## config.mk

```make
export PLATFORM = sky130hd
export DESIGN_NAME = mc_ctrl
export DESIGN_NICKNAME = d
export VERILOG_FILES = /design/src/rtl/mc_ctrl_pkg.sv /design/src/rtl/mc_ctrl_decode.sv /design/src/rtl/mc_ctrl.sv
export SDC_FILE = /design/constraint.sdc
export NUM_CORES = 1
export LEC_CHECK = 0
export BUFFER_PORTS_ARGS = -buffer_cell sky130_fd_sc_hd__clkbuf_2
export CAP_MARGIN = 25
export CELL_PAD_IN_SITES_DETAIL_PLACEMENT = 0
export CELL_PAD_IN_SITES_GLOBAL_PLACEMENT = 1
export CORE_ASPECT_RATIO = 0.6
export CORE_UTILIZATION = 37
export DETAILED_ROUTE_END_ITERATION = 8
export PLACE_DENSITY = 0.89
export SLEW_MARGIN = 20
export SYNTH_ARGS = -nofsm -noshare
export SYNTH_HDL_FRONTEND = slang
export SYNTH_SLANG_ARGS = --single-unit
```

## constraint.sdc

```tcl
create_clock -name clk -period 5.2 [get_ports clk]
set_input_delay 1.04 -clock clk [delete_from_list [all_inputs] [get_ports clk]]
set_output_delay 1.04 -clock clk [all_outputs]
set_load 0.1 [all_outputs]
```

## src/rtl/mc_ctrl_pkg.sv

```systemverilog
// Shared encodings for the multi-cycle controller: state codes, datapath
// select encodings, opcode/funct values and the one-hot instruction classes.
package mc_ctrl_pkg;

  typedef enum logic [2:0] {
    S_FETCH  = 3'd0,
    S_DECODE = 3'd1,
    S_EXEC   = 3'd2,
    S_MEM    = 3'd3,
    S_WB     = 3'd4
  } state_t;

  localparam logic [1:0] DST_RT  = 2'd0;
  localparam logic [1:0] DST_RD  = 2'd1;
  localparam logic [1:0] DST_RA  = 2'd2;

  localparam logic [1:0] SRC_ALU = 2'd0;
  localparam logic [1:0] SRC_MDR = 2'd1;
  localparam logic [1:0] SRC_PC4 = 2'd2;

  localparam logic [2:0] ALU_ADD = 3'd0;
  localparam logic [2:0] ALU_SUB = 3'd1;
  localparam logic [2:0] ALU_OR  = 3'd2;
  localparam logic [2:0] ALU_LUI = 3'd3;

  localparam logic [2:0] NPC_PC4 = 3'd0;
  localparam logic [2:0] NPC_BEQ = 3'd1;
  localparam logic [2:0] NPC_J   = 3'd2;
  localparam logic [2:0] NPC_JR  = 3'd3;

  localparam logic [5:0] OP_R    = 6'h00;
  localparam logic [5:0] OP_ORI  = 6'h0D;
  localparam logic [5:0] OP_LUI  = 6'h0F;
  localparam logic [5:0] OP_LW   = 6'h23;
  localparam logic [5:0] OP_SW   = 6'h2B;
  localparam logic [5:0] OP_BEQ  = 6'h04;
  localparam logic [5:0] OP_JAL  = 6'h03;

  localparam logic [5:0] FN_ADD  = 6'h20;
  localparam logic [5:0] FN_ADDU = 6'h21;
  localparam logic [5:0] FN_SUB  = 6'h22;
  localparam logic [5:0] FN_SUBU = 6'h23;
  localparam logic [5:0] FN_JR   = 6'h08;
  localparam logic [5:0] FN_NOP  = 6'h00;

  // Bit positions of the one-hot instruction class vector.
  localparam int C_R_ADD = 0;
  localparam int C_R_SUB = 1;
  localparam int C_JR    = 2;
  localparam int C_NOP   = 3;
  localparam int C_ORI   = 4;
  localparam int C_LUI   = 5;
  localparam int C_LW    = 6;
  localparam int C_SW    = 7;
  localparam int C_BEQ   = 8;
  localparam int C_JAL   = 9;
  localparam int C_ILL   = 10;
  localparam int NCLS    = 11;

  typedef logic [NCLS-1:0] cls_t;

endpackage

```

## src/rtl/mc_ctrl_decode.sv

```systemverilog
// Combinational opcode/funct decoder producing exactly one active class bit;
// anything not recognised lands in the ILL class.
module mc_decode
  import mc_ctrl_pkg::*;
(
  input  logic [5:0] opcode,
  input  logic [5:0] funct,
  output cls_t       cls
);

  always_comb begin
    cls = '0;
    case (opcode)
      OP_R: begin
        case (funct)
          FN_ADDU, FN_ADD: cls[C_R_ADD] = 1'b1;
          FN_SUBU, FN_SUB: cls[C_R_SUB] = 1'b1;
          FN_JR:           cls[C_JR]    = 1'b1;
          FN_NOP:          cls[C_NOP]   = 1'b1;
          default:         cls[C_ILL]   = 1'b1;
        endcase
      end
      OP_ORI:  cls[C_ORI] = 1'b1;
      OP_LUI:  cls[C_LUI] = 1'b1;
      OP_LW:   cls[C_LW]  = 1'b1;
      OP_SW:   cls[C_SW]  = 1'b1;
      OP_BEQ:  cls[C_BEQ] = 1'b1;
      OP_JAL:  cls[C_JAL] = 1'b1;
      default: cls[C_ILL] = 1'b1;
    endcase
  end

endmodule

```

## src/rtl/mc_ctrl.sv

```systemverilog
// Multi-cycle sequencer: walks FETCH/DECODE/EXEC/MEM/WB per instruction class,
// drives the datapath enables and counts retired instructions.
module mc_ctrl
  import mc_ctrl_pkg::*;
#(
  parameter int CNT_W = 32
) (
  input  logic             clk,
  input  logic             reset,
  input  logic [5:0]       opcode,
  input  logic [5:0]       funct,
  input  logic             zero,
  input  logic             mem_ready,
  output logic             IRWrite,
  output logic             PCWrite,
  output logic             MDRWrite,
  output logic             RegWrite,
  output logic             MemWrite,
  output logic [1:0]       RegDst,
  output logic [1:0]       RegSrc,
  output logic             ALUSrc,
  output logic [2:0]       ALUCtrl,
  output logic             ExtOp,
  output logic [2:0]       nPC_Sel,
  output logic [2:0]       state,
  output logic [CNT_W-1:0] instr_cnt,
  output logic             illegal
);

  cls_t   cls;
  state_t cur, nxt;
  logic   ir_w, pc_w, mdr_w, reg_w, mem_w, set_ill;
  logic   is_r, is_mem, alu_on;
  logic   unused_zero;

  mc_decode u_decode (
    .opcode (opcode),
    .funct  (funct),
    .cls    (cls)
  );

  // The zero flag goes straight to NPC; the sequencer never branches on it.
  assign unused_zero = zero;
  assign is_r        = cls[C_R_ADD] | cls[C_R_SUB];
  assign is_mem      = cls[C_LW] | cls[C_SW];
  assign alu_on      = (cur == S_EXEC) || (cur == S_MEM) || (cur == S_WB);

  always_comb begin
    nxt     = S_FETCH;
    ir_w    = 1'b0;
    pc_w    = 1'b0;
    mdr_w   = 1'b0;
    reg_w   = 1'b0;
    mem_w   = 1'b0;
    set_ill = 1'b0;
    RegDst  = DST_RT;
    RegSrc  = SRC_ALU;
    nPC_Sel = NPC_PC4;
    case (cur)
      S_FETCH: begin
        ir_w = 1'b1;
        nxt  = S_DECODE;
      end
      S_DECODE: begin
        if (cls[C_JR]) begin
          pc_w    = 1'b1;
          nPC_Sel = NPC_JR;
        end else if (cls[C_NOP] || cls[C_ILL]) begin
          pc_w    = 1'b1;
          set_ill = cls[C_ILL];
        end else if (cls[C_JAL]) begin
          nxt = S_WB;
        end else begin
          nxt = S_EXEC;
        end
      end
      S_EXEC: begin
        if (cls[C_BEQ]) begin
          pc_w    = 1'b1;
          nPC_Sel = NPC_BEQ;
        end else if (is_mem) begin
          nxt = S_MEM;
        end else begin
          nxt = S_WB;
        end
      end
      S_MEM: begin
        // Strobes are held for the whole wait so DM sees a stable request.
        mem_w = cls[C_SW];
        mdr_w = cls[C_LW];
        if (!mem_ready) nxt = S_MEM;
        else if (cls[C_LW]) nxt = S_WB;
        else pc_w = 1'b1;
      end
      S_WB: begin
        reg_w = 1'b1;
        pc_w  = 1'b1;
        if (is_r) begin
          RegDst = DST_RD;
        end else if (cls[C_JAL]) begin
          RegDst  = DST_RA;
          RegSrc  = SRC_PC4;
          nPC_Sel = NPC_J;
        end
        if (cls[C_LW]) RegSrc = SRC_MDR;
      end
      default: nxt = S_FETCH;
    endcase
  end

  // ALU operand/operation selects stay valid from EXEC through WB.
  always_comb begin
    ALUSrc  = alu_on & (cls[C_ORI] | cls[C_LUI] | is_mem);
    ExtOp   = alu_on & (is_mem | cls[C_BEQ]);
    ALUCtrl = ALU_ADD;
    if (alu_on) begin
      if (cls[C_R_SUB] || cls[C_BEQ]) ALUCtrl = ALU_SUB;
      else if (cls[C_ORI])            ALUCtrl = ALU_OR;
      else if (cls[C_LUI])            ALUCtrl = ALU_LUI;
    end
  end

  assign IRWrite  = ir_w  & ~reset;
  assign PCWrite  = pc_w  & ~reset;
  assign MDRWrite = mdr_w & ~reset;
  assign RegWrite = reg_w & ~reset;
  assign MemWrite = mem_w & ~reset;
  assign state    = cur;

  always_ff @(posedge clk or posedge reset) begin
    if (reset) begin
      cur       <= S_FETCH;
      instr_cnt <= '0;
      illegal   <= 1'b0;
    end else begin
      cur <= nxt;
      if (pc_w) instr_cnt <= instr_cnt + CNT_W'(1);
      if (set_ill) illegal <= 1'b1;
    end
  end

endmodule

```

==> impl_results.md <==
- Status: completed
- Synth Area per Inst: 9.58 um2
- DR iter-0 viols: 123
- Crit path cell chain: clkbuf_2 -> or3_1 -> or4_1 -> a21oi_1 -> a211oi_4 -> nor2_1 -> clkbuf_2
- Gate Count Post-Synth: 221
- Max rail drop VDD: 0.000765 V
- Fillers: 501
- Fin nets: 303
- Worst-Margin Slew: 714 ps
- Layout Skew: 2.25 ps
- Post-DR vias/cell: 5.09
- Critical path endpoint category: primary output
- DRC: 0
- Area Overhead vs Synth: 23.2%
- Core Area: 5280 um2
- Post-synth top area cell: dfrtp_1
- Top post-synthesis cells by area: dfrtp_1 (43%), xor2_1 (12%), nor2_1 (3.9%)
- Die height: 60.6 um
- CTS resizes: 0
- Initial cell density of the core: 40.1%
- Number of placement rows: 20
- Most frequent cells in the layout: clkbuf_2 (65), dfrtp_1 (36), xor2_1 (28)
- Maxcap violations: 0
- Clock sink count: 36
- Routed via count: 1853
- Die W: 99.7 um
- Final WL: 4.87 mm
- IO buf count: 65
- Initial antenna violation count: 0
- Total Neg Setup Slack: 0 ps
- Top Ports: 69
- Clk_lat worst skew: 290 ps
- Total die area: 6040 um2
- CTS tree: yes
- Routability congestion estimate: 0.822
- CP bufs+invs: 2
- Cts hold-fix bufs: 0
- Crit path top cell by count: clkbuf_2
- DP HPWL: 3.71 mm
- Vias in the first global route: 1532
- Proportion of layout cells with a drive suffix above 1: 30.0%
- Final count of hold timing violations: 0
- Rel. slew slack: 52.3%
- FMAX: 0.241 GHz
- Min Hold Slack: 469 ps
- Final setup fails: 0
- Routed Antenna Nets: 0
- H-tree depth: 2
- Worst path arrival time: 3110 ps
- Power Dens Cells: 478 nW/um2
- RSZ-0062 raised after global routing: false
- Clock Pin Slew Worst Setup and Hold Paths: 70 ps
- Kind of critical path: in -> out
- Final Cycle Share: 79.7%
- #FFs+latches synth: 36
- Worst-path fanout max: 6
- Total setup buffers inserted after CTS: 0
- Synth warn: 0
- Nature of the critical path startpoint: primary input
- Global-route wire length before repair: 7.83 mm
- Worst min-delay path category: reg -> reg
- CP max stage cell: or3_1
- Critical path required time: 4160 ps
- Fin. max-slew vios: 0
- CTS Root Cell: clkbuf_8
- Total clock buffers created by CTS: 5
- Fin util: 49.4%
- Netlist Area Pre-Place: 2120 um2
- Total track usage: 17.0%
- Kind of cell adding the most delay to the critical path: simple AND/OR/NAND/NOR gates
- Commonest non-fill, non-tap cell in the layout: clkbuf_2
- Post-synthesis sequential area ratio: 42.5%
- Synth top area share: 42.5%
- Max Buffers Root-to-Sink: 2
- Antenna cells: 0
- Post-layout min period: 4150 ps
- Synth unique cells: 43
- Static Leak: 1.06 nW
- WL per Instance: 13.4 um
- Overflow after GRT: 0
- DR pass1 iterations: 4
- Slowest stage delay, CP: 500 ps
- Largest net degree at the start of global routing: 33
[synth_stat cells (all sizes together)]
library cell and count:
nand3 7, or3 3, clkbuf 3, nand4b 1, a21oi 6, nor2b 4, buf 7, a32oi 1
o21ai 5, a22o 1, mux2 1, dfrtp 36, inv 3, mux2i 1, o41ai 1, a211oi 1
nor4 6, or2 2, or3b 2, nor3b 5, nand2b 8, a21o 2, nand3b 4, xor2 28
and4 1, xnor2 3, ha 1, nor3 13, nand2 17, conb 1, nor2 22, o311ai 1
or4b 1, a31o 1, o22ai 1, nor4b 6, nand4 9, or4 3, and3 3
[where the power goes]
part | switching [mW] | internal (mW) | total [mW]
clock network | 0.0939 | 0.108 | 0.202
logic | 0.527 | 0.127 | 0.654
registers | 0.0666 | 0.324 | 0.391
total | 0.688 | 0.559 | 1.25
[sequential cells by signal, summed over array words and instances, names as in the netlist]
name	count
instr_cnt	32
illegal	1
state	3
[area by class of cell]
type,instances,area (um2),area share (%)
repair buffers,67,340,13.0
flip-flops and latches,36,901,34.5
well taps,77,96.3,3.69
clock buffers,8,90.1,3.45
multi-input cells,173,1170,44.9
inverters,3,11.3,0.431
[layer usage]
metal,track usage (%),routed length (um)
met4,4.41,31
met3,5.07,329
met5,0,0
met2,20.8,1860
met1,27.7,2640
[cell families (layout without fill, tap and decap cells)]
kind of cell	count (synthesis)	count (layout)	synth area share, %
buf+inv	13	78	3.37
compound gates	20	20	6.26
xor+xnor	31	31	12.8
simple gates	117	117	33.3
flops	36	36	42.5
mux	2	2	1.00
fa+ha+maj	1	1	0.591
other cells	1	2	0.177
[path summary, 6_finish.rpt]
kind	from	end	slack, ps	cells past startpoint
max in group asynchronous	reset	instr_cnt[10]	3560	3
min in group asynchronous	reset	state[0]	910	2
setup / recovery	opcode[1]	PCWrite	1050	7
hold / removal	illegal	illegal	470	1
hold reg to reg	illegal	illegal	470	1
setup reg to reg	state[0]	instr_cnt[19]	2560	6
[metrics by stage]
stage / worst slack (ps) / instances / power (mW) / instance area [um2]
final: 1050 / 364 / 1.25 / 2610
after global routing: 961 / 364 / 1.31 / 2610
after CTS: 1070 / 364 / 1.26 / 2610
after detailed placement: 1090 / 356 / 1.05 / 2520
after global placement: 1090 / 356 / 1.04 / 2520
after floorplan: 142 / 222 / 0.942 / 2140
No activity file was read; power rests on OpenSTA's default activity.
